`config.mk`:
```
export PLATFORM = sky130hd
export DESIGN_NAME = pipeline_broadcast
export DESIGN_NICKNAME = d
export VERILOG_FILES = /design/src/rtl/pipeline_broadcast.sv
export SDC_FILE = /design/constraint.sdc
export NUM_CORES = 1
export LEC_CHECK = 0
export CAP_MARGIN = 20
export CORE_AREA = 2 2 39 41
export DETAILED_ROUTE_END_ITERATION = 12
export DIE_AREA = 0 0 41 43
export GPL_TIMING_DRIVEN = 0
export PLACE_DENSITY = 0.82
export SLEW_MARGIN = 30
export SYNTH_ARGS = -nofsm -noshare
export SYNTH_HDL_FRONTEND = slang
export SYNTH_SLANG_ARGS = --single-unit
export TNS_END_PERCENT = 50
```
`constraint.sdc`:
```
create_clock -name clk -period 3.1 [get_ports clk]
set_clock_uncertainty 0.1 [all_clocks]
set_input_delay 0.62 -clock clk [delete_from_list [all_inputs] [get_ports clk]]
set_output_delay 0.62 -clock clk [all_outputs]
set_load 0.01 [all_outputs]
```
`src/rtl/pipeline_broadcast.sv`:
```
// One-to-N broadcast stage: each upstream beat is delivered exactly once to every
// channel selected by its mask, either combinationally (REG=0) or through a one-entry buffer (REG=1).
module pipeline_broadcast #(
  parameter int N   = 2,
  parameter int W   = 8,
  parameter int REG = 1
) (
  input  logic         clk,
  input  logic         rst,
  input  logic         i_valid,
  output logic         i_ready,
  input  logic [W-1:0] i_data,
  input  logic [N-1:0] i_mask,
  output logic [N-1:0] o_valid,
  input  logic [N-1:0] o_ready,
  output logic [W-1:0] o_data,
  output logic         o_busy
);

  // Handshake semantics: a beat moves across a boundary on the rising edge where valid
  // and ready are both high; valid never waits for ready, and an asserted valid keeps its
  // payload until that edge.

  generate
    if (REG == 0) begin : g_comb
      logic [N-1:0] sent_q;
      logic [N-1:0] sent_d;
      logic         hs;

      // sent records the channels that already took the current upstream beat.
      always_comb begin
        o_valid = '0;
        i_ready = 1'b0;
        o_busy  = 1'b0;
        if (!rst) begin
          o_valid = {N{i_valid}} & i_mask & ~sent_q;
          i_ready = &(o_ready | sent_q | ~i_mask);
          o_busy  = i_valid && (|(i_mask & ~sent_q));
        end
        o_data = i_data;
        hs     = i_valid && i_ready;
        sent_d = hs ? '0 : (sent_q | (o_valid & o_ready));
      end

      always_ff @(posedge clk or posedge rst) begin
        if (rst) sent_q <= '0;
        else     sent_q <= sent_d;
      end
    end else begin : g_reg
      logic [N-1:0] buf_mask_q;
      logic [N-1:0] buf_mask_d;
      logic [W-1:0] buf_data_q;
      logic [W-1:0] buf_data_d;
      logic         hs;

      // Accept when every channel still owed is taking the beat this cycle.
      always_comb begin
        i_ready    = !rst && ((buf_mask_q & ~o_ready) == '0);
        hs         = i_valid && i_ready;
        buf_mask_d = buf_mask_q & ~o_ready;
        buf_data_d = buf_data_q;
        if (hs) begin
          buf_mask_d = i_mask;
          buf_data_d = i_data;
        end
        o_valid = buf_mask_q;
        o_data  = buf_data_q;
        o_busy  = |buf_mask_q;
      end

      always_ff @(posedge clk or posedge rst) begin
        if (rst) begin
          buf_mask_q <= '0;
          buf_data_q <= '0;
        end else begin
          buf_mask_q <= buf_mask_d;
          buf_data_q <= buf_data_d;
        end
      end
    end
  endgenerate

endmodule
```
==> impl_metrics.ini <==
[outcome]
status = completed

[worst_setup_path]
critPathLaunchType = primary input
cp-end-kind = output port
worstPathArrival_ns = 1.92
rr_worst_depth = 3
reg2reg_slack_ns = 1.32
cp_max_fo = 3
startpoint = o_ready[1]
regToRegStartpoint = o_valid[0]$_DFF_PP0_
crit_path_end = i_ready
path_class = in -> out
timing.rr.end = o_data[6]$_DFFE_PP0P_
cp_data_required_time_ns = 2.38

[synth]
yosysSeqAreaShare_pct = 60.1
yosys_warnings = 0
synthesis.area_um2 = 417
synthTopCellsByArea = dfrtp_1 (60%), mux2_2 (22%), nor4b_4 (5.7%)
synth_top_area_cell = dfrtp_1
synth_top_area_share_pct = 60.1
postSynthCellCount = 26
synth-seq-cells = 10
avgSynthCellArea_um2 = 16.0
mappedNetlistNets = 41
yosysUniqueCellTypes = 9

[final_layout]
nets = 72
layout-drive-gt1-share_pct = 30.4
post-route-util_pct = 53.0
syn_to_final_growth_pct = 76.0
insertedDiodeCount = 0

[route]
drt-initial-drc-count = 3
ant_nets = 0
avgViaCountPerCell = 4.44
via_count = 320
drc = 0
wl_per_cell_um = 12.9
wl_um = 930
drtPass1Iterations = 2

[clocking]
cts.sinks = 10
tritoncts = built
ctsLongestPathBuffers = 2
h-tree-depth = 1
clkLatencyLatePin_ns = 0.26
cts-resized-gates = 0
cts_inserted_buffers = 3
root_buffer = clkbuf_4
hold_buffers = 0
post-cts-setup-buffers = 0
clkTransAtPathRegs_ns = 0.07

[pwr]
powerDensity_nw_per_um2 = 548
p_leak_nw = 0.313
max-vdd-ir-drop_v = 0.000225

[floorplanning]
core_area_um2 = 1380
rows = 14
die_x_um = 41
die_h_um = 43
num_io_pins = 27
start_util_pct = 30.1
die_area_um2 = 1760

[timing]
tightestPinTransition_ns = 0.649
rsz0062_at_grt = no
tns_ns = 0
worst_slew_margin_rel_pct = 56.5
setup_slack_ns = 0.459
fmax_ghz = 0.379
hold_viol_final = 0
finalMaxSlewViolations = 0
min_period_ns = 2.64
finalSetupViolations = 0
period_share_pct = 85.2

[global_route]
overflow = 0
grt_max_degree = 11
antenna_found_initial = 0
grt_pass1_wl_um = 1290
grt_pass1_vias = 322
groute.usage.overall_pct = 11.0

[place]
port_buffers = 26
gp_congestion = 0.566
dpl_worst_slack_ns = 0.471

[flow_run]
max_cap_viol_count = 0

[worst_hold_path]
min_from = o_data[7]$_DFFE_PP0P_
hold_path_class = reg -> reg
==> layout make-up <==
type                            count  area [um2]
Sequential cell                    10         250
Tap cell                           16        20.0
Timing Repair Buffer               26         260
Multi-Input combinational cell     15         163
Fill cell                         134         651
Clock buffer                        4        36.3
Inverter                            1        3.75
==> state kept, by name, summed over array words and instances (netlist names) <==
| name | flops |
|---|---|
| o_valid | 2 |
| o_data | 8 |
==> per-stage QoR <==
step           hold WS, ns  cells  power [mW]  area, um2
4_1_cts              0.410     72       0.409        733
5_1_grt              0.416     72       0.421        733
3_3_place_gp         0.389     68       0.286        697
6_report             0.410     72       0.402        733
3_5_place_dp         0.394     68       0.292        697
2_1_floorplan        0.360     26       0.214        417
==> cell families after synthesis <==
family	Yosys count	share of synthesized area, %
compound gates	2	4.20
simple gates	5	13.2
mux	8	21.6
buf+inv	1	0.900
flops	10	60.1
==> report_power, final <==
part | internal, mW | total, mW | switching, mW
combinational | 0.0821 | 0.121 | 0.0394
sequential | 0.153 | 0.165 | 0.0115
clock | 0.0712 | 0.115 | 0.0440
==> Yosys cell counts <==
master and count:
nor2b_1 1, inv_1 1, a21o_2 2, nor4b_4 1, dfrtp_1 10, mux2_2 8
nor3_1 1, nor2b_4 1, or2_2 1
==> metal layers <==
| metal | part of all wire, % | vias to the layer above | GRT usage [%] |
|---|---|---|---|
| met5 | 0 | - | 0 |
| met4 | 0.75 | 0 | 8.00 |
| met3 | 12 | 2 | 3.14 |
| met2 | 51 | 18 | 18.8 |
| met1 | 36 | 148 | 10.1 |
| li1 | - | 152 | - |
==> worst min-delay path by stage <==
stage | to | cells past startpoint
after floorplan | o_data[0]$_DFFE_PP0P_ | 1
after global placement | o_data[5]$_DFFE_PP0P_ | 1
after detailed placement | o_data[2]$_DFFE_PP0P_ | 1
after CTS | o_data[2]$_DFFE_PP0P_ | 1
after global routing | o_data[7]$_DFFE_PP0P_ | 1
final | o_data[7]$_DFFE_PP0P_ | 1
==> layout by cell type (no fill, tap or decap), drive strengths merged <==
cell type,netlist,final
a21o,2,2
clkbuf,0,4
clkdlybuf4s50,0,26
dfrtp,10,10
inv,1,1
mux2,8,8
nor2b,2,2
nor3,1,1
nor4b,1,1
or2,1,1
==> worst max-delay path, cell delays in order <==
cell and delay, ns:
clkdlybuf4s50_1 0.52, nor2b_4 0.07, nor3_1 0.16, clkdlybuf4s50_1 0.55
Power figures use the tool's default switching activity.
==> RTL change (config.mk and constraints unchanged) <==
Set the parameter `REG` to 0 (it was 1). Comments in the files are not updated.
--- a/src/rtl/pipeline_broadcast.sv
+++ b/src/rtl/pipeline_broadcast.sv
@@ -5,3 +5,3 @@
   parameter int W   = 8,
-  parameter int REG = 1
+  parameter int REG = 0
 ) (
Function: changed (Yosys sat finds a counterexample within 4 cycles, from zero or initial values and one cycle with rst high).
==> RTL change against the original RTL <==
Die area did not move; cell area decreased by 41%; fmax down 2.2%; final cell count decreased by 15%; power shrank 65%; routed wire length is 36% lower; worst hold slack improved by 0.025 ns; global-route usage fell by 3.7 points; synthesized area shrank 50%; sequential cell count shrank 8; highest routed layer is now met3; worst setup slack worse by 0.059 ns; largest cell class unchanged; combinational power decreased by 58%.
==> RTL change: results (changes against the original RTL) <==
Parameter                              Value

Worst hold path
  Start point of the worst min-delay path    g_comb.sent_q[1]$_DFF_PP0_ (was o_data[7]$_DFFE_PP0P_)
  Worst hold path endpoint    g_comb.sent_q[1]$_DFF_PP0_ (was o_data[7]$_DFFE_PP0P_)

Finish
  Diode count    0 (unchanged)
  Nets    62 (was 72)
  Share of layout cells above drive strength 1    0.267 (was 0.304)
  FILL cells    157 (was 134)

Route
  Highest metal used    met3 (was met4)
  Met2 WL    259 um (was 473 um)
  Number of optimization iterations in the first detailed-route pass    4 (was 2)
  Routed Wire Length    592 um (was 930 um)
  Routed wl met3    123 um (was 110 um)
  Vias    240 (was 320)
  Violation count after the first detailed-route iteration    6 (was 3)
  Met1 layer wirelength in the final routing    209 um (was 338 um)

Power and ir drop
  Maximum vdd ir drop    89.5 uV (was 225 uV)
  Leak Pwr    0.197 nW (was 0.313 nW)

Synthesis
  Cell with the most instances after synthesis    sky130_fd_sc_hd__buf_4 (was sky130_fd_sc_hd__dfrtp_1)
  Syn_nets    39 (was 41)
  Number of different library cells in the post-synthesis netlist    11 (was 9)
  Seq/Total Area, Yosys    0.238 (was 0.601)
  Biggest area contributors in the synthesized netlist    sky130_fd_sc_hd__buf_4 29%, sky130_fd_sc_hd__dfrtp_1 24%, sky130_fd_sc_hd__and4b_1 9.5% (was sky130_fd_sc_hd__dfrtp_1 60%, sky130_fd_sc_hd__mux2_2 22%, sky130_fd_sc_hd__nor4b_4 5.7%)

Placed design
  Last weighted congestion value of the routability-driven placer    0.568 (was 0.566)
  Count of input and output buffers    18 (was 26)
  Cell area reported after detailed placement    410 sq um (was 697 sq um)

Global routing
  Wire length of the first global-routing pass    821 um (was 1.29 mm)
  Met1 capacity usage during global routing    0.0737 (was 0.101)
  GRT Util Overall    0.0732 (was 0.110)
  Global routing met2 resource utilization    0.106 (was 0.188)
  Initial antenna violation count    0 (unchanged)
  Maximum number of pins on one net before global-route repair    6 (was 11)
  Met3 Use GR    0.0366 (was 0.0314)

Clocking
  Clock-pin slew reported for the worst setup and hold paths after clock tree synthesis    0.03 ns (was 0.07 ns)
  Worst-skew pair later-pin latency    0.22 ns (was 0.26 ns)

STA
  Fin Hold WS    0.435 ns (was 0.410 ns)
  Actual slew at the worst max-slew pin    0.298 ns (was 0.649 ns)

Worst setup path
  Arrival time at the worst endpoint    1.98 ns (was 1.92 ns)
  R2r setup slk    2.05 ns (was 1.32 ns)
  FF-to-FF path depth    2 (was 3)
  Reg2Reg Launch Point    g_comb.sent_q[0]$_DFF_PP0_ (was o_valid[0]$_DFF_PP0_)
  Max incr delay on CP    0.49 ns (was 0.55 ns)
  End of the worst register-to-register path    g_comb.sent_q[1]$_DFF_PP0_ (was o_data[6]$_DFFE_PP0P_)

Status
  Result of the run    complete, no violations (unchanged)
[RTL change: changes by cell type after synthesis, sizes merged, moves of 2 or more]
cell,before,now
buf,0,8
o22a,0,2
nor3b,0,2
mux2,8,0
dfrtp,10,2
nor2b,2,0
and4b,0,2
a21o,2,0
nand2b,0,3
nor2,0,2
[RTL change: worst max-delay path by stage]
stage              start  endpoint  slack [ns]  cells past startpoint
2_1_floorplan  i_mask[1]   i_ready        1.33                      2
3_5_place_dp   i_mask[1]   i_ready        0.41                      4
6_report       i_mask[0]   i_ready        0.40                      4
3_3_place_gp   i_mask[1]   i_ready        0.42                      4
4_1_cts        i_mask[1]   i_ready        0.40                      4
5_1_grt        i_mask[1]   i_ready        0.31                      4
[RTL change: where the power goes]
group	total, W	switching [W]	internal (W)	leakage (nW)
combinational	0.0000513	0.0000171	0.0000342	0.157
clock	0.0000559	0.0000133	0.0000426	0.0138
sequential	0.0000318	0.00000236	0.0000295	0.0263
[RTL change: per-stage QoR]
step                utilization  total power, W  setup WS (ns)  instances
global placement          0.297       0.0000821          0.425         58
detailed placement        0.297       0.0000838          0.407         58
finish                    0.313        0.000139          0.400         61
floorplan                     -       0.0000553           1.33         24
CTS                       0.313        0.000143          0.402         61
global route              0.313        0.000148          0.310         61
[RTL change: cell families (layout without fill, tap and decap cells)]
kind of cell	after synthesis	in the layout	synth area share
compound gates	3	3	0.107
flops	2	2	0.238
simple gates	10	10	0.351
buf+inv	9	30	0.304
[RTL change: cell type report]
cell class / instances / area, sq um / share of cell area
plain buffers: 8 / 60.1 / 0.139
clock buffers: 3 / 22.5 / 0.0520
inverters: 1 / 3.75 / 0.00867
multi-input cells: 13 / 96.3 / 0.223
flip-flops and latches: 2 / 50.0 / 0.116
well taps: 16 / 20.0 / 0.0462
repair buffers: 18 / 180 / 0.416
